[src/rtl/basilisk_memory_responder.sv]
// basilisk_memory_responder
// Executes basilisk memory commands: forms the word address, drives a
// valid/ready memory request port, remembers the destination of every
// outstanding load in issue order and turns load data into register-file
// writeback beats. Stores finish once the memory port takes the request.

module basilisk_memory_responder #(
   parameter int MAX_OUTSTANDING = 4,   // power of 2, >= 2
   parameter int OFFSET_WIDTH    = 1
) (
   input  logic                    clk,
   input  logic                    rst_n,

   // command stream from basilisk issue
   input  logic                    cmd_valid,
   output logic                    cmd_ready,
   input  logic [4:0]              cmd_dest_reg,
   input  logic [OFFSET_WIDTH-1:0] cmd_dest_offset,
   input  logic                    cmd_op,          // 0 = load, 1 = store
   input  logic [31:0]             cmd_a,
   input  logic [31:0]             cmd_base,
   input  logic [31:0]             cmd_offset,

   // data-memory request port
   output logic                    mem_req_valid,
   input  logic                    mem_req_ready,
   output logic                    mem_req_write,
   output logic [31:0]             mem_req_addr,
   output logic [31:0]             mem_req_wdata,

   // data-memory response port (in request order)
   input  logic                    mem_resp_valid,
   output logic                    mem_resp_ready,
   input  logic [31:0]             mem_resp_data,

   // FP register-file writeback
   output logic                    wb_valid,
   input  logic                    wb_ready,
   output logic [4:0]              wb_dest_reg,
   output logic [OFFSET_WIDTH-1:0] wb_dest_offset,
   output logic [31:0]             wb_result,

   output logic                    error_unexpected
);

   localparam int PTR_W = $clog2(MAX_OUTSTANDING);
   localparam int CNT_W = PTR_W + 1;
   localparam logic [CNT_W-1:0] CNT_MAX = CNT_W'(MAX_OUTSTANDING);

   localparam logic CMD_STORE = 1'b1;

   // destination of one outstanding load
   typedef struct packed {
      logic [4:0]              dest_reg;
      logic [OFFSET_WIDTH-1:0] dest_offset;
   } tag_t;

   tag_t             tag_mem [MAX_OUTSTANDING];
   logic [PTR_W-1:0] wr_ptr;
   logic [PTR_W-1:0] rd_ptr;
   logic [CNT_W-1:0] load_count;

   logic [31:0]      addr_sum;
   logic             cmd_accept;
   logic             load_accept;
   logic             resp_capture;
   logic             tag_pop;

   // Loads reserve a tag slot when the command is accepted, so a full FIFO
   // refuses loads even if a response frees a slot in the same cycle.
   assign cmd_ready    = (!mem_req_valid || mem_req_ready)
                      && (cmd_op == CMD_STORE || load_count < CNT_MAX);
   assign cmd_accept   = cmd_valid && cmd_ready;
   assign load_accept  = cmd_accept && (cmd_op != CMD_STORE);

   assign addr_sum     = cmd_base + cmd_offset;

   assign mem_resp_ready = !wb_valid || wb_ready;
   assign resp_capture   = mem_resp_valid && mem_resp_ready;
   assign tag_pop        = resp_capture && (load_count != '0);

   // Request register: load on accept, hold while the memory stalls.
   // NOTE: registers are written with <= so every flop samples the
   // pre-edge values; blocking assignments here would create ordering bugs.
   always_ff @(posedge clk or negedge rst_n) begin
      if (!rst_n) begin
         mem_req_valid <= 1'b0;
         mem_req_write <= 1'b0;
         mem_req_addr  <= '0;
         mem_req_wdata <= '0;
      end else if (cmd_accept) begin
         mem_req_valid <= 1'b1;
         mem_req_write <= cmd_op;
         mem_req_addr  <= addr_sum & 32'hFFFF_FFFC;
         mem_req_wdata <= (cmd_op == CMD_STORE) ? cmd_a : '0;
      end else if (mem_req_ready) begin
         mem_req_valid <= 1'b0;
      end
   end

   // Tag storage: written at the write pointer on every accepted load.
   // NOTE: the storage array has no reset; load_count alone says which
   // entries are live, so stale contents are never observed.
   always_ff @(posedge clk) begin
      if (load_accept) begin
         tag_mem[wr_ptr] <= '{dest_reg: cmd_dest_reg, dest_offset: cmd_dest_offset};
      end
   end

   // Tag FIFO pointers and outstanding-load count.
   always_ff @(posedge clk or negedge rst_n) begin
      if (!rst_n) begin
         wr_ptr     <= '0;
         rd_ptr     <= '0;
         load_count <= '0;
      end else begin
         if (load_accept) wr_ptr <= wr_ptr + PTR_W'(1);
         if (tag_pop)     rd_ptr <= rd_ptr + PTR_W'(1);
         case ({load_accept, tag_pop})
            2'b10:   load_count <= load_count + CNT_W'(1);
            2'b01:   load_count <= load_count - CNT_W'(1);
            default: load_count <= load_count;
         endcase
      end
   end

   // Writeback register: filled from the oldest tag plus response data,
   // held until the register file takes it.
   always_ff @(posedge clk or negedge rst_n) begin
      if (!rst_n) begin
         wb_valid       <= 1'b0;
         wb_dest_reg    <= '0;
         wb_dest_offset <= '0;
         wb_result      <= '0;
      end else if (tag_pop) begin
         wb_valid       <= 1'b1;
         wb_dest_reg    <= tag_mem[rd_ptr].dest_reg;
         wb_dest_offset <= tag_mem[rd_ptr].dest_offset;
         wb_result      <= mem_resp_data;
      end else if (wb_ready) begin
         wb_valid       <= 1'b0;
      end
   end

   // Sticky flag for a response that no load was waiting for.
   always_ff @(posedge clk or negedge rst_n) begin
      if (!rst_n) begin
         error_unexpected <= 1'b0;
      end else if (resp_capture && load_count == '0) begin
         error_unexpected <= 1'b1;
      end
   end

endmodule

[config.mk]
export PLATFORM = sky130hd
export DESIGN_NAME = basilisk_memory_responder
export DESIGN_NICKNAME = d
export VERILOG_FILES = /design/src/rtl/basilisk_memory_responder.sv
export SDC_FILE = /design/constraint.sdc
export NUM_CORES = 1
export LEC_CHECK = 0
export CAP_MARGIN = 20
export CORE_MARGIN = 1.5
export CORE_UTILIZATION = 45
export DETAILED_ROUTE_END_ITERATION = 6
export MAX_ROUTING_LAYER = met4
export PLACE_DENSITY = 0.78
export REMOVE_ABC_BUFFERS = 1
export SLEW_MARGIN = 20
export SYNTH_ARGS = -nofsm -noshare
export SYNTH_HDL_FRONTEND = slang
export SYNTH_SLANG_ARGS = --single-unit
[constraint.sdc]
create_clock -name clk -period 2.35 [get_ports clk]
set_input_delay 0.3525 -clock clk [delete_from_list [all_inputs] [get_ports clk]]
set_output_delay 0.3525 -clock clk [all_outputs]
set_load 0.02 [all_outputs]
== Word level (Yosys, flattened, before mapping) ==
Memory sizes are Yosys's and may differ from the RTL's. A register that Yosys moved wholly into a read port is not among the register bits.
Cells that the tools add are included.
Word-level totals
  flip-flop bits (word level): 105
  bits in writable memories: 24
  input bits: 141
  output and inout port bits: 108
  memories: 1
Cells by class
  add/sub/neg operators: 5
  order comparisons: 1
  equal/unequal tests: 2
  multiplexer cells: 8
  bitwise operators: 1
  reduce and logical (&&, ||, !) cells: 17
Memory list
  tag_mem: depth 4, width 6, read ports 1, clocked after Yosys merged registers in 1, wr ports 1, RTL line 58  | tag_t tag_mem [MAX_OUTSTANDING];
Operators with widths (count)
  32-bit adder: 1
  32-bit 2-to-1 mux: 1
  1-bit logical AND: 6
  1-bit 2-to-1 mux: 6
  3-bit case mux with 2 select lines: 1
  2-bit nonzero test: 3
  2-bit by 1-bit adder with 2-bit output, second input constant: 2
  3-bit by 1-bit adder with 3-bit output, second input constant: 1
  1-bit zero test: 3
  3-bit zero test: 1
  1-bit logical OR: 3
  3-bit less-than comparator, second input constant: 1
  3-bit nonzero test: 1
  3-bit by 1-bit subtractor with 3-bit output, second input constant: 1
  2-bit by 1-bit equality test with 1-bit output, second input constant: 1
  2-bit equality test, second input constant: 1
  1-bit NOT: 1

== Depth between registers and ports, before layout ==
Gate-level depths: netlist of run 1.
  depth after elaboration: 7
  gate-level depth with buffers: 13
  mapped depth without buffers: 11

== Worst setup path after synthesis of run 1 ==
No wires, ideal clock.
  kind: input-to-reg
  start point: input port cmd_op
  end point: register load_count[1]
  library setup time: 0.083 ns
  data arrival time: 2.564 ns
  data required time: 2.267 ns
  slack: -0.296 ns
  stages on the path: 11
  path buffers: 2
  cell sequence: clkbuf_1 inv_1 a21oi_1 nand2_1 clkbuf_1 nor2_1 inv_1 ha_1 inv_1 fa_1 o21ai_0
Between the ends
  longest elaborated chain between the ends: 6
RTL lines
  start, declared: RTL line 19  | input logic cmd_op,
  1-bit logical OR *: RTL line 72  | && (cmd_op == CMD_STORE || load_count < CNT_MAX);
  1-bit logical AND *: RTL line 72
  named net cmd_ready: RTL line 16  | output logic cmd_ready,
  1-bit logical AND *: RTL line 73  | assign cmd_accept = cmd_valid && cmd_ready;
  1-bit logical AND *: RTL line 74  | assign load_accept = cmd_accept && (cmd_op != CMD_STORE);
  2-bit by 1-bit equality test with 1-bit output or 2-bit equality test (tied branches): RTL line 119  | case ({load_accept, tag_pop})
  3-bit case mux with 2 select lines or 2-bit nonzero test (tied branches)
  end signal, assigned: RTL line 120  | 2'b10: load_count <= load_count + CNT_W'(1);
  end signal, assigned: RTL line 121  | 2'b01: load_count <= load_count - CNT_W'(1);
  end signal, assigned: RTL line 122  | default: load_count <= load_count;
  end, declared: RTL line 61  | logic [CNT_W-1:0] load_count;
Mark *: on every way through the listed nets, which the timed path passes. The rest lies on a longest branch.
A chain may end at the register's enable or synchronous reset.

== Final worst setup path of run 1 ==
  start point: input port cmd_offset[14]
  end point: register mem_req_addr[25]
Between the ends
  longest elaborated chain between the ends: 1
RTL lines
  start, declared: RTL line 22  | input logic [31:0] cmd_offset,
  32-bit adder: RTL line 76  | assign addr_sum = cmd_base + cmd_offset;
  end signal, assigned: RTL line 94  | mem_req_addr <= addr_sum & 32'hFFFF_FFFC;
  end, declared: RTL line 28  | output logic [31:0] mem_req_addr,
No other way between the ends.

==> impl_metrics.env, run 1 <==
export IMPL_r2r_slack_ns=0.34
export IMPL_ant_nets=0
export IMPL_hold_slack_ns=0.430
export IMPL_nFillCells=1097
export IMPL_areaGrowthSynthToFinish_pct=60.9
export IMPL_drv_slew=0
export IMPL_clkSlewWorstSetupHoldPaths_ns=0.06
export IMPL_cts_root_buf="clkbuf_16"
export IMPL_final_common_cell="clkdlybuf4s50_1"
export IMPL_port_buffers=246
export IMPL_crit_required_ns=2.65
export IMPL_setup_viol=0
export IMPL_synth_async_reset_ratio_pct=82.2
export IMPL_drt_wl_total_mm=20.1
export IMPL_grt_max_degree=65
export IMPL_clock_fmax_ghz=0.429
export IMPL_gr_max_usage_layer="met2"
export IMPL_nets=1224
export IMPL_syn_area_mm2=0.00688
export IMPL_hold_violations=0
export IMPL_ys_seq_area_share_pct=50.9
export IMPL_cts_tree="built"
export IMPL_reg2reg_depth=9
export IMPL_vdd_drop_max_uv=574
export IMPL_grtUsageMet3_pct=4.89
export IMPL_synth_area_top_cells="dfrtp_1 (40%), nand2_1 (12%), edfxtp_1 (10%), ha_1 (6.4%), nand3_1 (3.5%)"
export IMPL_syn_inst=719
export IMPL_die_x_um=127
export IMPL_route_vias_total=6560
export IMPL_drc=0
export IMPL_syn_avg_cell_area_um2=9.57
export IMPL_rsz0062_at_grt="yes"
export IMPL_die_h_um=127
export IMPL_cp_start_kind="primary input"
export IMPL_path_max_fanout=3
export IMPL_critical_path_slowest_cell="clkdlybuf4s50_1"
export IMPL_p_leak_nw=5.00
export IMPL_netlist_cell_type_count=65
export IMPL_grtUsageTotal_pct=25.8
export IMPL_cts_sinks=135
export IMPL_grt_pass1_vias=6380
export IMPL_skew_ns=0.00707
export IMPL_end_kind="register"
export IMPL_synth_top_area_share_pct=40.4
export IMPL_ys_warn_count=0
export IMPL_gr_usage_met2_pct=40.8
export IMPL_status="completed"
export IMPL_min_period_ns=2.33
export IMPL_arrival_ns=2.63
export IMPL_viasPerCell=5.26
export IMPL_grt_antenna_before_repair=0
export IMPL_grt_pass1_wl_mm=31.5
export IMPL_globalRouteMet1Util_pct=33.1
export IMPL_post_drt_wl_per_cell_um=16.1
export IMPL_critPathBufInv=2
export IMPL_synth_edff_count=24
export IMPL_ios=249
export IMPL_overflow=0
export IMPL_antenna_cells=0
export IMPL_place_inst=1214
export IMPL_routabilityCongestion=0.893
export IMPL_drt_iter0_drc=275
export IMPL_coreArea_mm2=0.0151
export IMPL_crit_chain="clkdlybuf4s50_1 > ha_1 > a21oi_2 > o21ai_2 > o41ai_2 > buf_4 > o211ai_1 > o21ai_1 > a21boi_1 > o31ai_1"
export IMPL_crit_reg2reg_launch="mem_req_valid"
export IMPL_crit_family="compound AO/OA/AOI/OAI gates"
export IMPL_hold_path_class="in -> async"
export IMPL_powerDensity_mw_per_mm2=1030
export IMPL_reg2reg_to="load_count[1]"
export IMPL_ys_ff_latch=135
export IMPL_cts_buffers=17
export IMPL_cap_violations=0
export IMPL_dp_slack_ns=-0.505
export IMPL_stdcell_count=1248
export IMPL_clk_latency_ns=0.41
export IMPL_cts_buffer_depth=2
export IMPL_fin_crit_sh_pct=99.2
export IMPL_slowest_delay_ns=0.42
export IMPL_dr_pass1_iters=4
export IMPL_reg_top3="mem_req_wdata x32, wb_result x32, mem_req_addr x30"
export IMPL_die_area_mm2=0.0160
export IMPL_initial_core_util_pct=45.6
export IMPL_hpwl_mm=14.6
export IMPL_yosys_area_top_type="dfrtp_1"
export IMPL_rows=45
export IMPL_cts_htree_levels=4
export IMPL_final_cell_mix="clkdlybuf4s50_1 (239), nand2_1 (213), dfrtp_1 (111)"
export IMPL_critPathKind="in -> reg"
export IMPL_synth_flop_cell="dfrtp_1"
export IMPL_drive_gt1_share_pct=17.9
export IMPL_setup_ws_ns=0.0181
export IMPL_fin_util_pct=73.4
-- repair_timing --
item                                    in CTS  in global routing
gates cloned                                 0                  0
pin swaps                                    1                 19
gates resized for setup                      4                 43
endpoints found under the hold margin       32                  0
setup buffers                                0                  1
hold buffers                                 1                  0
endpoints found under the setup margin       2                 17
-- through the flow --
| stage | setup TNS [ns] | power, mW | cell area, um^2 |
|---|---|---|---|
| global placement | -6.45 | 8.43 | 10200 |
| finish | 0 | 11.4 | 11100 |
| global route | -0.295 | 12.1 | 11100 |
| detailed placement | -7.12 | 8.55 | 10200 |
| floorplan | -57.11 | 6.01 | 6680 |
| CTS | 0 | 11.5 | 10900 |
-- metal layers --
| metal | vias up | share of wire [%] |
|---|---|---|
| met5 | - | 0 |
| met4 | 0 | 2.1 |
| met3 | 39 | 5.7 |
| met2 | 254 | 49 |
| met1 | 3126 | 43 |
| li1 | 3141 | - |
-- cells in the mapped netlist, types with 2 or more instances --
| cell type | instances |
|---|---|
| a31o_2 | 2 |
| nor3_1 | 12 |
| a21oi_1 | 28 |
| nand4_1 | 5 |
| a2bb2oi_1 | 2 |
| xor2_1 | 9 |
| nand3_1 | 48 |
| and3_2 | 2 |
| and3_1 | 7 |
| a211oi_1 | 3 |
| nand2_1 | 216 |
| clkbuf_1 | 21 |
| nor2_1 | 20 |
| buf_4 | 4 |
| a21o_1 | 10 |
| and2_1 | 4 |
| edfxtp_1 | 24 |
| o31ai_1 | 10 |
| o21ai_1 | 4 |
| o21a_1 | 6 |
| o21ai_0 | 33 |
| mux4_2 | 6 |
| dfrtp_1 | 111 |
| mux2_2 | 6 |
| buf_1 | 8 |
| ha_1 | 35 |
| or2_2 | 2 |
| o211ai_1 | 4 |
| buf_6 | 5 |
| or3_1 | 3 |
| nor4_1 | 2 |
| nor3b_1 | 3 |
| inv_1 | 11 |
| xnor2_1 | 16 |
| nand2b_1 | 3 |
| a31oi_1 | 4 |
| a21oi_2 | 2 |
-- cells by family after synthesis --
family          Yosys count  synth area share (%)
simple gates            334                  20.9
mux                      13                  3.09
compound gates          123                  11.6
fa+ha+maj                36                  6.66
xor+xnor                 25                  3.18
buf+inv                  52                  3.64
flops                   135                  50.9
other cells               1                0.0545
-- how the worst max path moves through the flow --
stage / start / endpoint / cells after the start
after floorplan: mem_req_valid / load_count[1] / 9
after global placement: cmd_base[13] / mem_req_addr[31] / 9
after detailed placement: cmd_base[13] / mem_req_addr[31] / 9
after CTS: cmd_base[8] / mem_req_addr[31] / 9
after global routing: cmd_offset[14] / mem_req_addr[25] / 10
final: cmd_offset[14] / mem_req_addr[25] / 10
-- report_power, final --
group | internal (mW) | switching, mW | leakage (nW)
registers | 3.20 | 0.497 | 1.59
logic | 2.39 | 2.51 | 3.11
clock network | 1.81 | 1.04 | 0.306
-- final cells by class --
class / instances / area [um^2] / area share, %
Sequential cell: 135 / 3500 / 31.6
Multi-Input combinational cell: 533 / 3350 / 30.3
Timing Repair Buffer: 348 / 3300 / 29.8
Clock buffer: 20 / 479 / 4.33
Tap cell: 188 / 235 / 2.12
Clock inverter: 12 / 161 / 1.46
Inverter: 12 / 45.0 / 0.407
No activity file was read; power rests on OpenSTA's default activity.
==> run 2: changes to the inputs <==
Settings changed: CORE_UTILIZATION 45 to 47, PLACE_DENSITY 0.78 to 0.81.
Clock period 2.35 ns to 2.7 ns, I/O delays scaled along.
==> run 2 against run 1 <==
  * Clock power shrank 25%
  * Die area is 4.2% lower
  * Clock skew up 0.0028 ns
  * Sequential power shrank 13%
  * Via count decreased by 2.1%
==> impl_metrics.env, run 2 (synthesis gave the netlist of run 1 again) <==
export IMPL_cts_root_buf="clkbuf_16"
export IMPL_drt_iter0_drc=300
export IMPL_reg_top3="mem_req_wdata x32, wb_result x32, mem_req_addr x30"
export IMPL_route_vias_total=6423
export IMPL_clock_fmax_ghz=0.398
export IMPL_powerDensity_mw_per_mm2=901
export IMPL_p_leak_nw=4.74
export IMPL_hold_violations=0
export IMPL_grtUsageTotal_pct=26.2
export IMPL_grt_pass1_vias=6330
export IMPL_dr_pass1_iters=5
export IMPL_vdd_drop_max_uv=506
export IMPL_coreArea_mm2=0.0144
export IMPL_ant_nets=0
export IMPL_cts_sinks=135
export IMPL_drive_gt1_share_pct=12.9
export IMPL_grt_pass1_wl_mm=30.3
export IMPL_drv_slew=0
export IMPL_end_kind="output port"
export IMPL_port_buffers=246
export IMPL_areaGrowthSynthToFinish_pct=53.0
export IMPL_cts_htree_levels=4
export IMPL_antenna_cells=0
export IMPL_nets=1199
export IMPL_nFillCells=1088
export IMPL_status="completed"
export IMPL_die_h_um=124
export IMPL_viasPerCell=5.27
export IMPL_max_slew_margin_pct=63.5
export IMPL_initial_core_util_pct=47.7
export IMPL_crit_required_ns=2.30
export IMPL_drt_wl_total_mm=19.2
export IMPL_fin_util_pct=73.0
export IMPL_cts_buffers=17
export IMPL_path_max_fanout=3
export IMPL_min_period_ns=2.51
export IMPL_grt_antenna_before_repair=0
export IMPL_cts_tree="built"
export IMPL_hold_path_class="reg -> reg"
export IMPL_cap_violations=0
export IMPL_cts_resized_gates=0
export IMPL_hpwl_mm=14.5
export IMPL_clk_latency_ns=0.42
export IMPL_tightest_slew_ns=0.548
export IMPL_crit_reg2reg_launch="load_count[1]"
export IMPL_drc=0
export IMPL_post_drt_wl_per_cell_um=15.7
export IMPL_ios=249
export IMPL_routabilityCongestion=0.898
export IMPL_clkSlewWorstSetupHoldPaths_ns=0.06
export IMPL_die_area_mm2=0.0154
export IMPL_postCtsHoldBufs=1
export IMPL_fin_crit_sh_pct=93.1
export IMPL_tns_ns=0
export IMPL_cp_start_kind="primary input"
export IMPL_die_x_um=124
export IMPL_skew_ns=0.00992
export IMPL_cts_buffer_depth=2
export IMPL_startpoint="mem_req_ready"
export IMPL_cts_setup_buffers=0
export IMPL_critPathKind="in -> out"
export IMPL_setup_viol=0
export IMPL_hp_start="mem_req_wdata[28]"
export IMPL_grt_max_degree=94
export IMPL_rows=44
export IMPL_arrival_ns=2.11
export IMPL_final_common_cell="clkdlybuf4s50_1"
export IMPL_overflow=0
export IMPL_final_cell_mix="clkdlybuf4s50_1 (245), nand2_1 (215), dfrtp_1 (111)"
export IMPL_rsz0062_at_grt="no"
## run 2: area by class of cell
cell class | instances | area, um^2 | area share (%)
tap | 184 | 230 | 2.19
sequential | 135 | 3500 | 33.2
timing repair buffer | 323 | 3070 | 29.1
inverter | 12 | 45.0 | 0.428
clock buffer | 17 | 425 | 4.04
multi-input combinational | 533 | 3140 | 29.9
clock inverter | 15 | 119 | 1.13
## run 2: final timing paths
kind | to | cells past startpoint | slack [ns]
min in group asynchronous | error_unexpected | 2 | 0.53
setup / recovery | cmd_ready | 5 | 0.19
hold / removal | mem_req_wdata[28] | 2 | 0.46
max in group asynchronous | wb_result[6] | 3 | 1.33
setup reg to reg | load_count[2] | 9 | 0.56
hold reg to reg | mem_req_wdata[28] | 2 | 0.46
## run 2: through the flow
stage / hold slack (ns) / total power [mW] / setup WS [ns] / std cells / area (um^2)
2_1_floorplan: 0.109 / 5.23 / -1.10 / 680 / 6680
3_3_place_gp: 0.426 / 7.28 / -0.129 / 1186 / 9970
3_5_place_dp: 0.430 / 7.41 / -0.203 / 1186 / 9970
4_1_cts: 0.468 / 9.57 / 0.151 / 1219 / 10500
5_1_grt: 0.488 / 10.1 / 0.0435 / 1219 / 10500
6_report: 0.464 / 9.49 / 0.186 / 1219 / 10500
## run 2: where the power goes
part / internal [mW] / leakage [nW] / switching, mW
Combinational: 2.01 / 2.89 / 2.14
Sequential: 2.78 / 1.59 / 0.426
Clock: 1.19 / 0.253 / 0.938
## run 2: per-layer routing
| layer | track usage, % | wire [um] | up-vias |
|---|---|---|---|
| li1 | - | - | 3096 |
| met1 | 32.2 | 8000 | 3063 |
| met2 | 43.2 | 9450 | 242 |
| met3 | 6.27 | 1450 | 22 |
| met4 | 8.17 | 296 | 0 |
| met5 | - | 0 | - |
## run 2: worst max-delay path, cell delays in order
cell	delay [ns]
clkdlybuf4s50_1	0.52
nor2b_1	0.09
a21oi_1	0.29
buf_4	0.19
clkdlybuf4s50_1	0.62
==> run 3: changes to the inputs <==
Settings changed: CAP_MARGIN 20 to 5.
==> results of run 3 <==
Final layout, timing and power as in run 2 (identical DEF).
